## config.mk

```make
export PLATFORM = sky130hd
export DESIGN_NAME = sccb_write_master
export DESIGN_NICKNAME = d
export VERILOG_FILES = /design/src/rtl/ov7670_pkg.sv /design/src/rtl/sccb_quarter_tick.sv /design/src/rtl/sccb_write_master.sv
export SDC_FILE = /design/constraint.sdc
export NUM_CORES = 1
export LEC_CHECK = 0
export BUFFER_PORTS_ARGS = -buffer_cell sky130_fd_sc_hd__buf_2
export CORE_MARGIN = 1.5
export CORE_UTILIZATION = 45
export CTS_CLUSTER_SIZE = 28
export DETAILED_ROUTE_END_ITERATION = 6
export PLACE_DENSITY = 0.67
export REMOVE_ABC_BUFFERS = 1
export SETUP_SLACK_MARGIN = 0.4
export SYNTH_ARGS = -nofsm -noshare
export SYNTH_HDL_FRONTEND = slang
export SYNTH_SLANG_ARGS = --single-unit
```

## constraint.sdc

```tcl
create_clock -name clk -period 1.96 [get_ports clk]
set_input_delay 0.294 -clock clk [delete_from_list [all_inputs] [get_ports clk]]
set_output_delay 0.294 -clock clk [all_outputs]
set_load 0.005 [all_outputs]
```

## src/rtl/ov7670_pkg.sv

```systemverilog
// Shared OV7670 camera-control definitions: SCCB constants, frame layout and
// the write-master state encoding.
package ov7670_pkg;

  localparam logic [7:0]  SCCB_ID_WRITE  = 8'h42;
  localparam logic [15:0] INIT_END_WORD  = 16'hFFFF;
  localparam int unsigned SCCB_FRAME_LEN = 27;

  // Quarter-period counts per bus phase
  localparam int unsigned START_QUARTERS = 2;
  localparam int unsigned BIT_QUARTERS   = 4;
  localparam int unsigned STOP_QUARTERS  = 3;
  localparam int unsigned GAP_QUARTERS   = 4;

  typedef enum logic [2:0] {
    StIdle,
    StStart,
    StShift,
    StStop,
    StGap
  } sccb_state_e;

  // Don't-care/ACK slots are filled with 1 so the released line level matches.
  function automatic logic [SCCB_FRAME_LEN-1:0] sccb_frame(input logic [7:0]  id,
                                                          input logic [15:0] word);
    return {id, 1'b1, word[15:8], 1'b1, word[7:0], 1'b1};
  endfunction

  // Bit indices 8, 17 and 26 (0-based, MSB first) are the slave's ninth-bit slots.
  function automatic logic is_ack_slot(input logic [4:0] idx);
    return (idx == 5'd8) || (idx == 5'd17) || (idx == 5'd26);
  endfunction

endpackage

```

## src/rtl/sccb_quarter_tick.sv

```systemverilog
// Free-running SIOC quarter-period strobe; clear restarts the count so the
// first tick lands exactly CLK_DIV cycles after it.
module sccb_quarter_tick #(
  parameter int unsigned CLK_DIV = 125
) (
  input  logic clk,
  input  logic reset_n,
  input  logic clear,
  output logic tick
);

  localparam logic [15:0] LastCnt = 16'(CLK_DIV - 1);

  logic [15:0] cnt_q, cnt_d;

  always_comb begin
    tick  = (cnt_q == LastCnt);
    cnt_d = cnt_q + 16'd1;
    if (clear || tick) begin
      cnt_d = '0;
    end
  end

  always_ff @(posedge clk) begin
    if (!reset_n) begin
      cnt_q <= '0;
    end else begin
      cnt_q <= cnt_d;
    end
  end

endmodule

```

## src/rtl/sccb_write_master.sv

```systemverilog
// SCCB 3-phase write master: ID, register address and value bytes, followed by
// a bus-free gap before acknowledging the init sequencer.
module sccb_write_master
  import ov7670_pkg::*;
#(
  parameter int unsigned CLK_DIV  = 125,
  parameter logic [7:0]  SLAVE_ID = SCCB_ID_WRITE
) (
  input  logic        clk,
  input  logic        reset_n,
  input  logic        start,
  input  logic [15:0] data,
  output logic        ack,
  output logic        busy,
  output logic        sioc,
  output logic        siod_out,
  output logic        siod_oe
);

  localparam logic [1:0] StartLastQ = 2'(START_QUARTERS - 1);
  localparam logic [1:0] BitLastQ   = 2'(BIT_QUARTERS - 1);
  localparam logic [1:0] StopLastQ  = 2'(STOP_QUARTERS - 1);
  localparam logic [1:0] GapLastQ   = 2'(GAP_QUARTERS - 1);
  localparam logic [4:0] LastBit    = 5'(SCCB_FRAME_LEN - 1);

  sccb_state_e               state_q, state_d;
  logic [1:0]                quarter_q, quarter_d;
  logic [4:0]                bit_q, bit_d;
  logic [SCCB_FRAME_LEN-1:0] frame_q, frame_d;
  logic                      ack_q;
  logic                      accept;
  logic                      tick;

  // ack_q holds off acceptance for one cycle so busy visibly drops between writes.
  assign accept = (state_q == StIdle) && start && (data != INIT_END_WORD) && !ack_q;
  assign busy   = (state_q != StIdle) || accept;

  sccb_quarter_tick #(
    .CLK_DIV (CLK_DIV)
  ) u_quarter_tick (
    .clk     (clk),
    .reset_n (reset_n),
    .clear   (accept),
    .tick    (tick)
  );

  always_comb begin
    state_d   = state_q;
    quarter_d = quarter_q;
    bit_d     = bit_q;
    frame_d   = frame_q;
    ack       = 1'b0;

    case (state_q)
      StIdle: begin
        if (accept) begin
          state_d   = StStart;
          quarter_d = '0;
          bit_d     = '0;
          frame_d   = sccb_frame(SLAVE_ID, data);
        end
      end

      StStart: begin
        if (tick) begin
          if (quarter_q == StartLastQ) begin
            state_d   = StShift;
            quarter_d = '0;
          end else begin
            quarter_d = quarter_q + 2'd1;
          end
        end
      end

      StShift: begin
        if (tick) begin
          if (quarter_q == BitLastQ) begin
            quarter_d = '0;
            frame_d   = {frame_q[SCCB_FRAME_LEN-2:0], 1'b1};
            if (bit_q == LastBit) begin
              state_d = StStop;
              bit_d   = '0;
            end else begin
              bit_d = bit_q + 5'd1;
            end
          end else begin
            quarter_d = quarter_q + 2'd1;
          end
        end
      end

      StStop: begin
        if (tick) begin
          if (quarter_q == StopLastQ) begin
            state_d   = StGap;
            quarter_d = '0;
          end else begin
            quarter_d = quarter_q + 2'd1;
          end
        end
      end

      StGap: begin
        if (tick) begin
          if (quarter_q == GapLastQ) begin
            state_d   = StIdle;
            quarter_d = '0;
            ack       = 1'b1;
          end else begin
            quarter_d = quarter_q + 2'd1;
          end
        end
      end

      default: begin
        state_d   = StIdle;
        quarter_d = '0;
        bit_d     = '0;
      end
    endcase
  end

  // Bus pins decode purely from registered state, so they move only on tick edges.
  always_comb begin
    sioc     = 1'b1;
    siod_oe  = 1'b0;
    siod_out = 1'b1;

    case (state_q)
      StStart: begin
        sioc     = (quarter_q == 2'd0);
        siod_oe  = 1'b1;
        siod_out = 1'b0;
      end

      StShift: begin
        sioc    = quarter_q[1];
        siod_oe = !is_ack_slot(bit_q);
        if (siod_oe) begin
          siod_out = frame_q[SCCB_FRAME_LEN-1];
        end
      end

      StStop: begin
        sioc     = (quarter_q != 2'd0);
        siod_oe  = 1'b1;
        siod_out = (quarter_q == 2'd2);
      end

      default: begin
        sioc     = 1'b1;
        siod_oe  = 1'b0;
        siod_out = 1'b1;
      end
    endcase
  end

  always_ff @(posedge clk) begin
    if (!reset_n) begin
      state_q   <= StIdle;
      quarter_q <= '0;
      bit_q     <= '0;
      frame_q   <= '0;
      ack_q     <= 1'b0;
    end else begin
      state_q   <= state_d;
      quarter_q <= quarter_d;
      bit_q     <= bit_d;
      frame_q   <= frame_d;
      ack_q     <= ack;
    end
  end

endmodule

```

==> PnR_summary.wiki <==
{| class="wikitable"
! Metric !! Value
|-
| Met1 routed wirelength after detailed routing || 3.32 mm
|-
| Number of DRC violations after detailed routing || 0
|-
| Number of input and output port buffers inserted || 23
|-
| Design internal power || 1.81 mW
|-
| Fraction of registers with async set or reset after synthesis || 0
|-
| Family with the most delay on the worst path || simple AND/OR/NAND/NOR gates
|-
| Slew headroom || 0.626
|-
| Switching power || 679 uW
|-
| Height of the die || 81.7 um
|-
| Setup violators final || 1
|-
| Data arrival time of the critical path || 1.69 ns
|-
| Failing checks || negative setup slack
|-
| Unrepaired setup endpoints after global routing || yes
|-
| Final worst path period need || 1.99 ns
|-
| Highest-count cells in the layout ignoring fill and taps || 53 x nand2_1, 53 x nor2_1, 40 x dfxtp_1, 29 x buf_4, 19 x buf_2
|-
| Placed instance area || 3010 um2
|-
| Warning count from the yosys run || 0
|-
| Final Cell Area || 3650 um2
|-
| Die Span X || 81.7 um
|-
| Buffering stage count on the worst path with inverters included || 2
|-
| Count of final max-slew check failures || 0
|-
| Initial antenna violation count || 0
|-
| Drt first pass iters || 4
|-
| R2r worst-path depth || 8
|-
| Clock sink count || 54
|-
| WHS Path Cells || 3
|-
| Detailed Route Iter0 Violations || 119
|-
| Row count || 28
|-
| Hold Fails Final Rpt || 0
|-
| Clk_skew || 0.00502 ns
|-
| Clock-pin slew on the worst setup and hold paths || 0.10 ns
|-
| Largest net degree at the start of global routing || 25
|-
| Combinational Power Share || 0.195
|-
| Cell Count, Final, Fillers Out || 472
|-
| GRT overflow || 0
|-
| Critical path endpoint category || output port
|-
| Area of the mapped netlist || 2790 um2
|-
| Largest vdd supply drop || 0.434 mV
|-
| Cell Count Post-Placement || 437
|-
| Sequential share of power || 0.481
|-
| Cell count after synthesis || 348
|-
| Highest routing layer actually used || met4
|-
| Share of layout cells above drive strength 1 || 0.312
|-
| Number of distinct library cells after synthesis || 48
|-
| Vias in the first global route || 2,451
|-
| Area growth from synthesis to layout || 31.0%
|-
| Worst Path Required || 1.67 ns
|-
| Cells along the critical path || buf_6 > ha_4 > nand3b_1 > a21oi_4 > nor4bb_4 > o21ai_2 > buf_2
|-
| Gpl congestion || 0.798
|-
| Minimum hold slack || 0.234 ns
|-
| Count of pins on the block boundary || 24
|-
| Share of the clock period used by the worst path || 1.01
|-
| #FFs+latches synth || 54
|-
| Areal power density over the cells || 682 nW/um2
|-
| First-pass GRT wire length || 11.1 mm
|-
| Worst setup slack after layout || -0.0255 ns
|-
| Clock Tree Root || clkbuf_8
|-
| Largest fanout on the critical path || 2
|-
| Initial core utilization || 0.468
|-
| TritonCTS clock tree || yes
|-
| Insertion delay of the later-clocked pin in the worst-skew pair || 0.31 ns
|-
| Area inside the core boundary || 5960 um2
|-
| Crit path launch type || flip-flop
|-
| Slew of the pin with the lowest slew margin || 0.557 ns
|-
| Number of vias after detailed routing || 2,661
|-
| Met3 wire len || 320 um
|-
| # H-tree levels || 2
|-
| Max Root-Sink Buffers || 2
|-
| LEAKAGE || 1.43 nW
|-
| Class of the worst hold path || in2reg
|-
| Routed via count divided by cell count || 5.64
|-
| Sw frac || 0.272
|-
| Die ar. || 6680 um2
|-
| Diodes inserted || 0
|-
| Max-capacitance violation count || 0
|-
| Number of nets still failing antenna checks after routing || 0
|-
| Crit path depth || 7
|-
| EDFF count, synth || 0
|-
| Main synth FF type || dfxtp_1
|-
| Critical-path cell with the highest stage delay || dfxtp_4
|-
| Mapped Avg Cell Area || 8.01 um2
|-
| Detail-routed net length per standard cell || 14.8 um
|-
| Met2 wire length || 3.14 mm
|-
| Overall Global Routing Usage || 0.214
|-
| Crit Path Category || reg2out
|-
| Sequential share of the synthesized area || 0.388
|-
| Clock network fraction of total power || 0.324
|-
| Nets@finish || 426
|-
| Cts bufs inserted || 5
|-
| HPWL reported at the end of detailed placement || 4.06 mm
|-
| Number of hold buffers added after CTS || 0
|-
| Fmax || 504 MHz
|-
| Result of the run || finished, violations left
|-
| Worst path max stage delay || 0.36 ns
|-
| Total Routed Length || 6.98 mm
|}
-- cells in the mapped netlist, types with 3 or more instances --
cell       n  area share
nand4_1    8       0.018
nand2b_1   7       0.016
a21oi_1   13       0.023
xnor2_1   13       0.041
buf_2      8       0.014
nand2_1   56       0.075
inv_1     12       0.016
a211oi_1   4       0.011
o21ai_0    9       0.016
nor3_1     4      0.0072
dfxtp_1   54        0.39
nand3_1   10       0.018
and3_1    12       0.027
clkbuf_1   9       0.012
xor2_1     3      0.0094
nor4_1     3      0.0067
ha_1      11       0.049
nor2_1    54       0.073
a311oi_1  17       0.053
-- logic make-up after synthesis --
kind of cell | count (synthesis) | share of synthesized area
flip-flops | 54 | 0.388
AND/OR/NAND/NOR | 173 | 0.297
adder cells (fa/ha/maj) | 11 | 0.0493
AO/OA/AOI/OAI | 60 | 0.156
buffers and inverters | 32 | 0.0520
XOR/XNOR | 16 | 0.0502
multiplexers | 2 | 0.00763
-- layer usage --
metal,vias to the layer above,GRT usage
met1,1240,0.277
li1,1323,-
met5,-,0
met4,0,0.100
met2,77,0.347
met3,21,0.0344
-- state kept, by name (all words and copies together) (netlist names) --
register	count
bit_q	5
state_q	3
quarter_q	2
ack_q	1
u_quarter_tick.cnt_q	16
frame_q	27
-- per-stage QoR --
step / utilization / setup TNS, ns / setup slack (ns) / power (mW)
2_1_floorplan: - / -6.21 / -0.243 / 1.44
3_3_place_gp: 0.505 / 0 / 0.200 / 1.55
3_5_place_dp: 0.505 / 0 / 0.115 / 1.56
4_1_cts: 0.577 / 0 / 0.0366 / 2.45
5_1_grt: 0.614 / -1.86 / -0.109 / 2.61
6_report: 0.614 / -0.0255 / -0.0255 / 2.49
-- repair_timing --
| item | 4_1_cts | 5_1_grt |
|---|---|---|
| resized for setup | 52 | 34 |
| pin swaps | 15 | 13 |
| gates cloned | 2 | 1 |
| setup endpoints to repair | 58 | 59 |
| setup buffers | 15 | 9 |
-- worst min-delay path: stages --
cell and delay [ns]:
buf_6 0.09, nand2_1 0.05, a311oi_1 0.08
-- path summary, 6_finish.rpt --
| path | start | to | slack (ns) |
|---|---|---|---|
| max | bit_q[0] | siod_out | -0.03 |
| max reg2reg | u_quarter_tick.cnt_q[12] | frame_q[6] | 0 |
| min reg2reg | frame_q[18] | frame_q[19] | 0.46 |
| min | data[3] | frame_q[4] | 0.23 |
-- layout make-up --
cell class / instances / area [um2]
clock buffer: 6 / 82.6
clock inverter: 2 / 38.8
fill: 526 / 2300
inverter: 12 / 52.6
multi-input combinational: 263 / 1800
sequential: 54 / 1110
tap: 75 / 93.8
timing repair buffer: 60 / 475
-- power groups by stage --
| stage | logic (mW) | clock network, mW | registers (mW) |
|---|---|---|---|
| final | 0.485 | 0.809 | 1.20 |
| after global routing | 0.535 | 0.865 | 1.21 |
| after CTS | 0.419 | 0.831 | 1.20 |
| after detailed placement | 0.327 | 0 | 1.23 |
| after global placement | 0.320 | 0 | 1.23 |
| after floorplan | 0.220 | 0 | 1.22 |
Note: power is estimated with default switching activity, not from simulation.
